`config.mk`:
```
export PLATFORM = sky130hd
export DESIGN_NAME = clk_en_sequencer
export DESIGN_NICKNAME = d
export VERILOG_FILES = /design/src/rtl/clk_en_sequencer.sv
export SDC_FILE = /design/constraint.sdc
export NUM_CORES = 1
export LEC_CHECK = 0
export CORE_ASPECT_RATIO = 1.2
export CORE_MARGIN = 3
export CORE_UTILIZATION = 36
export CTS_CLUSTER_DIAMETER = 60
export DETAILED_ROUTE_END_ITERATION = 7
export GPL_ROUTABILITY_DRIVEN = 0
export PLACE_DENSITY = 0.65
export SETUP_SLACK_MARGIN = 0.02
export SYNTH_ARGS = -nofsm -noshare
export SYNTH_HDL_FRONTEND = slang
export SYNTH_SLANG_ARGS = --single-unit
```
`constraint.sdc`:
```
create_clock -name clk -period 2.15 [get_ports clk]
set_input_delay 0.43 -clock clk [delete_from_list [all_inputs] [get_ports clk]]
set_output_delay 0.43 -clock clk [all_outputs]
set_load 0.05 [all_outputs]
```
`src/rtl/clk_en_sequencer.sv`:
```
// Staggered power-up / reverse power-down sequencer for a bank of clock generator enables.
// gen_en is kept as a thermometer code whose top set bit is always gen_en[idx] while busy.
module clk_en_sequencer #(
    parameter int NUM_GEN = 4,
    parameter int CNT_W   = 8
) (
    input  logic               clk,
    input  logic               rst_n,
    input  logic               start,
    input  logic               stop,
    input  logic [CNT_W-1:0]   gap,
    input  logic [CNT_W-1:0]   settle,
    output logic [NUM_GEN-1:0] gen_en,
    output logic               busy,
    output logic               ready,
    output logic               done
);

    localparam int IDX_W = (NUM_GEN > 1) ? $clog2(NUM_GEN) : 1;
    localparam logic [IDX_W-1:0] LAST_IDX = IDX_W'(NUM_GEN - 1);

    typedef enum logic [2:0] {
        IDLE,
        UP,
        SETTLE,
        RUN,
        DOWN
    } state_t;

    state_t           state;
    logic [CNT_W-1:0] cnt;
    logic [IDX_W-1:0] idx;
    logic [CNT_W-1:0] gap_q;
    logic [CNT_W-1:0] settle_q;

    logic [IDX_W-1:0] idx_inc;
    logic [IDX_W-1:0] idx_dec;
    logic             abort_req;

    assign idx_inc   = idx + IDX_W'(1);
    assign idx_dec   = idx - IDX_W'(1);
    assign abort_req = stop && ((state == UP) || (state == SETTLE) || (state == RUN));

    // A stop in UP/SETTLE/RUN drops the top enable on that same edge, so RUN's stop is just an abort from a full bank.
    always_ff @(posedge clk or negedge rst_n) begin
        if (!rst_n) begin
            state    <= IDLE;
            cnt      <= '0;
            idx      <= '0;
            gap_q    <= '0;
            settle_q <= '0;
            gen_en   <= '0;
            busy     <= 1'b0;
            ready    <= 1'b0;
            done     <= 1'b0;
        end else begin
            done <= 1'b0;
            if (abort_req) begin
                gen_en[idx] <= 1'b0;
                ready       <= 1'b0;
                if (idx == '0) begin
                    state <= IDLE;
                    busy  <= 1'b0;
                    done  <= 1'b1;
                    cnt   <= '0;
                end else begin
                    state <= DOWN;
                    idx   <= idx_dec;
                    cnt   <= gap_q;
                end
            end else begin
                case (state)
                    IDLE: begin
                        if (start && !stop) begin
                            gap_q    <= gap;
                            settle_q <= settle;
                            gen_en   <= NUM_GEN'(1);
                            idx      <= '0;
                            cnt      <= gap;
                            busy     <= 1'b1;
                            state    <= UP;
                        end
                    end
                    // Turning on the last generator starts the settle wait on the same edge.
                    UP: begin
                        if (cnt != '0) begin
                            cnt <= cnt - CNT_W'(1);
                        end else begin
                            idx             <= idx_inc;
                            gen_en[idx_inc] <= 1'b1;
                            if (idx_inc == LAST_IDX) begin
                                cnt   <= settle_q;
                                state <= SETTLE;
                            end else begin
                                cnt <= gap_q;
                            end
                        end
                    end
                    SETTLE: begin
                        if (cnt != '0) begin
                            cnt <= cnt - CNT_W'(1);
                        end else begin
                            ready <= 1'b1;
                            state <= RUN;
                        end
                    end
                    RUN: begin
                        state <= RUN;
                    end
                    DOWN: begin
                        if (cnt != '0) begin
                            cnt <= cnt - CNT_W'(1);
                        end else begin
                            gen_en[idx] <= 1'b0;
                            if (idx == '0) begin
                                state <= IDLE;
                                busy  <= 1'b0;
                                done  <= 1'b1;
                            end else begin
                                idx <= idx_dec;
                                cnt <= gap_q;
                            end
                        end
                    end
                    default: begin
                        state <= IDLE;
                    end
                endcase
            end
        end
    end

endmodule
```
== Word-level counts from Yosys, hierarchy flattened ==
Index checks and enable logic that the tools add are counted.
Word-level totals
  register bits after elaboration: 36
  latch bits: 0
  bits in writable memories: 0
  memory bits (read-only): 0
  input bits: 20
  output and inout port bits: 7
  word-level logic and storage cells: 99
  memories: 0
Cells by class
  add/subtract/negate cells: 3
  multipliers: 0
  div/mod/pow operators: 0
  magnitude comparators: 4
  equality and inequality tests: 14
  shift operators: 0
  mux-type cells: 45
  bitwise logic cells: 4
  reduce and logical (&&, ||, !) cells: 20
Operators by type and width (count)
  $mux 8: 8
  $pmux 8 s4: 1
  $mux 3: 8
  $mux 4: 4
  $ne 3x3->1 const B: 5
  $pmux 3 s5: 1
  $mux 1: 13
  $pmux 4 s3: 1
  $mux 2: 5
  $reduce_and 4->1: 2
  $reduce_bool 8->1: 1
  $sub 8x1->8 const B: 1
  $eq 3x2->1 const B: 2
  $lt 2x3->1 const B: 2
  $ne 3x2->1 const B: 2
  $pmux 2 s3: 1
  $reduce_and 3->1: 2
  $reduce_and 6->1: 1
  $reduce_bool 5->1: 1
  $and 4x4->4: 1
  $demux 1 s2: 2
  $ge 2x1->1 const B: 2
  $logic_and 1x1->1: 4
  $ne 4x4->1 const B: 1
  other kinds (18): 19

== Depth between registers and ports, before layout ==
Gate-level depths: netlist (run 1).
  depth in word-level cells: 9
  depth in mapped cells: 8
  gate-level depth less buffers: 7

== Least setup slack after synthesis (run 1) ==
Ideal clock, no wire load.
  path kind: register to register
  start: register idx[0]
  end: register cnt[1]
  setup time: 0.129 ns
  arrival time: 1.864 ns
  data required time: 2.021 ns
  path slack: 0.156 ns
  cell stages (with the launch flop): 9
  path buffers: 1
  clock period less this slack: 1.994 ns
  cells stage by stage: dfrtp_1 inv_1 ha_1 buf_1 mux2_2 a22oi_1 o22ai_1 nor2_1 o31ai_1
Between the ends
  word-level cells in the longest chain between the ends: 6
  elaborated cells between the ends (all ways): 10
  those cells by class: 1 x add/sub; 2 x eq/ne; 5 x mux; 2 x reduce/logical
RTL lines
  from (decl): line 32  | logic [IDX_W-1:0] idx;
  from (signal assigned): line 68  | idx <= idx_dec;
  from (signal assigned): line 89  | idx <= idx_inc;
  from (signal assigned): line 120  | idx <= idx_dec;
  $add 2x1->2: line 40  | assign idx_inc = idx + IDX_W'(1);
  $eq 2x2->1: line 91  | if (idx_inc == LAST_IDX) begin
  $mux 8: line 91
  $mux 8: line 86  | if (cnt != '0) begin
  $pmux 8 s4: line 72  | case (state)
  $mux 8: line 58  | if (abort_req) begin
  to (signal assigned): line 87  | cnt <= cnt - CNT_W'(1);
  to (signal assigned): line 92  | cnt <= settle_q;
  to (signal assigned): line 95  | cnt <= gap_q;
  to (decl): line 31  | logic [CNT_W-1:0] cnt;
Parallel ways exist; a longest one is shown, timed or not.
A chain may end at the register's enable or synchronous reset.

== Worst setup path after layout (run 1) ==
  start: input port stop
  end: register cnt[7]
Between the ends
  word-level cells in the longest chain between the ends: 4
  elaborated cells between the ends (all ways): 9
  those cells by class: 3 x eq/ne; 1 x mux; 5 x reduce/logical
RTL lines
  from (decl): line 10  | input logic stop,
  $logic_not 1->1: line 74  | if (start && !stop) begin
  $logic_and 1x1->1: line 74
  $ne 3x3->1 (no source line)
  $reduce_and 4->1 (no source line)
  to (signal assigned): line 69  | cnt <= gap_q;
  to (signal assigned): line 79  | cnt <= gap;
  to (signal assigned): line 87
Parallel ways exist; a longest one is shown, timed or not.

==> results by group, run 1 <==
CTS
  • Num CTS Buffers: 5
  • H-tree levels: 2
  • CTS sink count: 36
  • CTS root buf: clkbuf_8
  • Clk_lat worst skew: 0.29 ns
  • CTS tree: built
  • CTS max path bufs: 2
  • Clock slew at the register clock pins of the worst setup and hold paths: 0.08 ns

Layout
  • Number of diodes: 0
  • Filler instances: 548
  • # nets final: 298
  • Layout cell share with drive strength beyond 1: 0.267
  • Final design utilization: 0.499
  • Syn-to-layout area delta: 30.4%

Routing
  • Vias per inst: 5.39
  • Vias: 1887
  • DRT iter0 DRCs: 72
  • Number of nets with antenna violations after routing: 0
  • DR WL/cell: 15.3 um
  • Pre-Repair DR Iteration Count: 6
  • DRT Wirelength: 5360 um
  • DRC Markers: 0

Worst setup path
  • Worst EP required: 2.35 ns
  • Critical R2R Launch: cnt[5]
  • Crit Path Class: input pin to register
  • R2r endpoint: cnt[7]
  • Worst Setup End Kind: register
  • Arrival @ worst endpoint: 2.23 ns
  • FF-to-FF setup slack: 0.14 ns
  • Reg2reg path depth: 4
  • Worst-path fanout max: 8
  • Crit start category: input pin

Min path
  • Hold crit path type: input pin to async pin

Timing
  • Worst-margin pin slew: 0.800 ns
  • Fin crit share: 0.941
  • Clock skew: 0.00951 ns
  • # setup viols final: 0
  • Slew Viols, Final: 0
  • Final Hold Viols: 0
  • Period minus WS final: 2.02 ns
  • RSZ-0062 raised after global routing: false
  • Rel. slew slack: 0.467
  • Final WS setup: 0.127 ns
  • Setup TNS Final: 0 ns
  • Peak Freq: 494 MHz

Power and ir drop
  • Sequential share of power: 0.309
  • Max IR drop VDD: 0.000615 V
  • Pwr dens: 1370 mW/mm^2
  • P_int: 2.49 mW
  • Switching part of the total power: 0.374
  • Clock share of power: 0.208
  • Total power: 3.99 mW
  • Logic pwr share: 0.483
  • Leakage: 1.22 nW
  • Sw power: 1.49 mW

Synth
  • Cells after Synth: 218
  • Number of flops mapped to enable cells by yosys: 0
  • FFs w/ async S/R, synth: 1.00
  • Synth cell types: 55
  • Post-synth top flop: dfrtp_1
  • Mean Syn Cell Area: 10.2 sq um
  • Mapped cell area: 0.00222 sq mm
  • Synthesized Nets: 247
  • Synth Register Bits: 36
  • Seq/Total Area, Yosys: 0.405
  • Ys Warns: 0

Placement
  • IO Port Bufs: 26
  • Post-detail-place hpwl: 3960 um
  • DP Worst Slack: -0.241 ns

Floorplanning
  • Die height: 92.1 um
  • Core area: 0.00582 sq mm
  • I/O pin count: 27
  • Die Area: 0.00716 sq mm
  • Row Count: 30
  • Die W: 77.8 um
  • Initial Util: 0.382

Status
  • Status: finished clean

GRT
  • Initial antenna violation count: 0
  • Total congestion overflow: 0
  • Number of global-route vias before repair: 1955
  • First-pass GRT wire length: 9260 um
  • Total track usage: 0.160
  • Pin count of the biggest net entering global routing: 37

Run
  • Max Cap Violations: 0
synthesized netlist by cell type (3+ instances only):
library cell | instances | share of area
a21oi_1 | 16 | 0.036
a221oi_1 | 4 | 0.016
a22oi_1 | 11 | 0.037
clkbuf_1 | 3 | 0.0051
dfrtp_1 | 36 | 0.40
ha_1 | 9 | 0.051
inv_1 | 7 | 0.012
mux2_2 | 19 | 0.096
mux2i_1 | 5 | 0.022
nand2_1 | 11 | 0.019
nand3_1 | 3 | 0.0067
nor2_1 | 17 | 0.029
nor2b_1 | 3 | 0.0084
nor3_1 | 3 | 0.0067
o21ai_0 | 13 | 0.029
o31ai_1 | 5 | 0.017
or3b_2 | 3 | 0.012
xor2_1 | 3 | 0.012
metrics by stage:
step	std cells	cell area (sq um)	hold slack, ns
final	350	2900	0.225
after global routing	350	2900	0.282
after CTS	349	2870	0.254
after detailed placement	341	2720	0.497
after global placement	341	2720	0.486
after floorplan	218	2220	0.134
cell type report:
cell class                      instances  area, sq um  share of cell area
Multi-Input combinational cell        165         1250               0.430
Clock buffer                            5         68.8              0.0237
Clock inverter                          3         90.1              0.0310
Timing Repair Buffer                   54          465               0.160
Inverter                                7         26.3             0.00906
Tap cell                               80          100              0.0345
Sequential cell                        36          902               0.311
power groups by stage:
stage	logic (mW)	clock network [mW]	registers, mW
detailed placement	1.88	0	1.24
global route	2.15	0.864	1.28
floorplan	1.25	0	1.26
global placement	1.86	0	1.22
CTS	1.90	0.844	1.22
finish	1.93	0.828	1.23
worst max-delay path by stage:
stage | cells after the start | slack, ns | start | endpoint
2_1_floorplan | 8 | 0.16 | idx[0] | cnt[1]
3_3_place_gp | 6 | -0.18 | stop | cnt[7]
3_5_place_dp | 6 | -0.24 | stop | cnt[7]
4_1_cts | 6 | 0.05 | stop | cnt[7]
5_1_grt | 7 | 0.02 | stop | cnt[2]
6_report | 7 | 0.13 | stop | cnt[7]
sequential cells by signal, summed over array words and instances (netlist names):
signal,cells
busy,1
cnt,8
done,1
gap_q,8
gen_en,4
idx,2
ready,1
settle_q,8
state,3
layout by cell type, fill, tap and decap left out, types with 5 or more instances in the layout:
cell type        netlist  routed
clkdlybuf4s50_1        0      25
inv_1                  7       7
o31ai_1                5       5
o21ai_0               13      13
clkbuf_8               2       5
a22oi_1               11      11
dfrtp_1               36      35
buf_4                  1      28
mux2_2                19      19
nand2_1               11      11
a21oi_1               16      16
ha_1                   9       9
nor2_1                17      17
mux2i_1                5       5
logic make-up after synthesis:
logic type	after synthesis	share of synthesized area
compound gates	70	0.223
simple gates	57	0.141
buf+inv	17	0.0422
flops	36	0.405
mux	24	0.119
xor+xnor	5	0.0197
fa+ha+maj	9	0.0506
critical path, stage by stage:
cell	delay [ns]
clkdlybuf4s50_1	0.50
buf_4	0.14
and3b_1	0.20
a211oi_4	0.20
o21ai_2	0.09
or2b_2	0.39
o32ai_2	0.28
per-layer routing:
layer,wire length (um),global-route usage,vias up
li1,-,-,922
met1,2370,0.204,898
met2,2630,0.259,57
met3,248,0.0295,10
met4,112,0.0801,0
met5,0,0,-
timing repair:
item,CTS,global route
resized for setup,0,4
hold buffers,0,0
setup buffers,0,1
setup endpoints to repair,0,11
(Power assumes the default switching activity.)
==> inputs of run 2 (changes only) <==
--- a/config.mk
+++ b/config.mk
@@ -8,7 +8,6 @@
 export CORE_ASPECT_RATIO = 1.2
 export CORE_MARGIN = 3
 export CORE_UTILIZATION = 36
-export CTS_CLUSTER_DIAMETER = 60
 export DETAILED_ROUTE_END_ITERATION = 7
 export GPL_ROUTABILITY_DRIVEN = 0
 export PLACE_DENSITY = 0.65
==> results of run 2 <==
Same layout as run 1: the final DEF is identical, and so are final timing and power.
==> inputs of run 3 (changes only) <==
--- a/config.mk
+++ b/config.mk
@@ -9,8 +9,9 @@
 export CORE_MARGIN = 3
 export CORE_UTILIZATION = 36
 export DETAILED_ROUTE_END_ITERATION = 7
+export DONT_BUFFER_PORTS = 1
 export GPL_ROUTABILITY_DRIVEN = 0
-export PLACE_DENSITY = 0.65
+export PLACE_DENSITY = 0.59
 export SETUP_SLACK_MARGIN = 0.02
 export SYNTH_ARGS = -nofsm -noshare
 export SYNTH_HDL_FRONTEND = slang
==> run 3 against run 2 <==
First-iteration DRC count rose by 22%. Total power fell by 11%. Critical endpoint unchanged. Sequential power rose by 6%. Die area did not move. Worst hold slack got worse by 0.028 ns. Highest routed layer unchanged. Register-to-register slack got worse by 0.02 ns.
==> results by group, run 3 (synthesis results as in run 1) <==
Timing
  • Slew Viols, Final: 0
  • Final Hold Viols: 0
  • Worst-margin pin slew: 0.511 ns
  • Setup TNS Final: 0 ns
  • Clock skew: 0.0134 ns
  • # setup viols final: 0
  • Peak Freq: 492 MHz
  • Fin crit share: 0.945
  • Period minus WS final: 2.03 ns
  • Rel. slew slack: 0.659
  • RSZ-0062 raised after global routing: false

Layout
  • Finished Layout Cells: 319
  • Multi-input logic area: 0.00123 sq mm
  • # nets final: 268
  • Number of diodes: 0
  • Syn-to-layout area delta: 14.8%
  • Reg area: 902 sq um
  • Commonest cells after routing, fill and taps aside: dfrtp_1, buf_4, mux2_2
  • Largest registers: cnt x8, gap_q x8, settle_q x8
  • Leading cell type in the layout, fill and taps excluded: dfrtp_1
  • Layout cell share with drive strength beyond 1: 0.264
  • Filler instances: 549

Worst setup path
  • Reg2reg path depth: 5
  • Worst EP required: 2.34 ns
  • Crit start category: register
  • Critical Path Source: cnt[3]
  • Arrival @ worst endpoint: 2.22 ns
  • Crit Path Class: register to register
  • Worst Setup End Kind: register
  • Critical R2R Launch: cnt[3]
  • FF-to-FF setup slack: 0.12 ns
  • Critical Path End: cnt[7]
  • Worst-path fanout max: 5
  • R2r endpoint: cnt[7]

CTS
  • CTS sink count: 36
  • Num CTS Buffers: 5
  • H-tree levels: 2
  • CTS tree: built
  • CTS max path bufs: 2
  • Clk_lat worst skew: 0.29 ns
  • Clock slew at the register clock pins of the worst setup and hold paths: 0.08 ns
  • CTS root buf: clkbuf_8

Run
  • Max Cap Violations: 0

Routing
  • DRT Wirelength: 5230 um
  • Vias: 1760
  • Pre-Repair DR Iteration Count: 5
  • DRC Markers: 0
  • Vias per inst: 5.52
  • DR WL/cell: 16.4 um
  • DRT iter0 DRCs: 88
  • Number of nets with antenna violations after routing: 0

Placement
  • IO Port Bufs: 0
  • Placed Cells: 309
  • Post-detail-place hpwl: 3890 um

GRT
  • Initial antenna violation count: 0
  • Number of global-route vias before repair: 1756
  • Pin count of the biggest net entering global routing: 37
  • Total track usage: 0.155
  • First-pass GRT wire length: 8900 um
  • Total congestion overflow: 0

Min path
  • Hold crit path type: input pin to register

Floorplanning
  • Initial Util: 0.382
  • Die W: 77.8 um
  • I/O pin count: 27
  • Core area: 0.00582 sq mm
  • Row Count: 30
  • Die height: 92.1 um
  • Die Area: 0.00716 sq mm

Power and ir drop
  • Max IR drop VDD: 0.000754 V
  • Pwr dens: 1390 mW/mm^2
  • Leakage: 1.07 nW

Status
  • Status: finished clean
-- run 3: repair_timing --
item | 4_1_cts | 5_1_grt
gates resized for setup | 0 | 3
hold buffers | 2 | 0
hold endpoints to repair | 36 | 0
setup endpoints to repair | 0 | 1
setup buffers | 0 | 1
-- run 3: worst min path at each step --
stage,to,cells after the start,slack [ns],from
final,state[1],1,0.20,stop
after global routing,state[1],1,0.19,stop
after CTS,state[1],1,0.19,stop
after detailed placement,settle_q[0],0,0.14,rst_n
after global placement,settle_q[0],0,0.14,rst_n
after floorplan,busy,0,0.13,rst_n
-- run 3: per-stage QoR --
stage	utilization	hold slack [ns]	power, mW	cell area (sq um)	setup slack (ns)
final	0.439	0.197	3.56	2550	0.119
after global placement	0.415	0.135	2.98	2410	0.143
after CTS	0.437	0.193	3.55	2540	0.0710
after floorplan	-	0.134	2.50	2220	0.156
after detailed placement	0.415	0.135	2.99	2410	0.0848
after global routing	0.439	0.186	3.85	2550	0.0366
-- run 3: where the power goes --
group | switching [mW] | internal [mW]
Sequential | 0.336 | 0.967
Combinational | 0.880 | 0.858
Clock | 0.234 | 0.285
Total | 1.45 | 2.11
-- run 3: cell type report --
class / count / area share
timing repair buffer: 24 / 0.0764
inverter: 7 / 0.0103
sequential: 36 / 0.353
tap: 80 / 0.0392
multi-input combinational: 165 / 0.483
clock buffer: 7 / 0.0377
-- run 3: critical path, stage by stage (launching register included) --
cell	delay [ns]
dfrtp_2	0.43
or4_4	0.54
or4_4	0.44
a211oi_2	0.20
a211oi_1	0.08
o32ai_2	0.25
-- run 3: metal layers --
| metal | track usage | wire length [um] | up-vias |
|---|---|---|---|
| li1 | - | - | 861 |
| met5 | 0 | 0 | - |
| met2 | 0.239 | 2420 | 47 |
| met1 | 0.206 | 2440 | 839 |
| met4 | 0.0801 | 136 | 0 |
| met3 | 0.0305 | 237 | 13 |
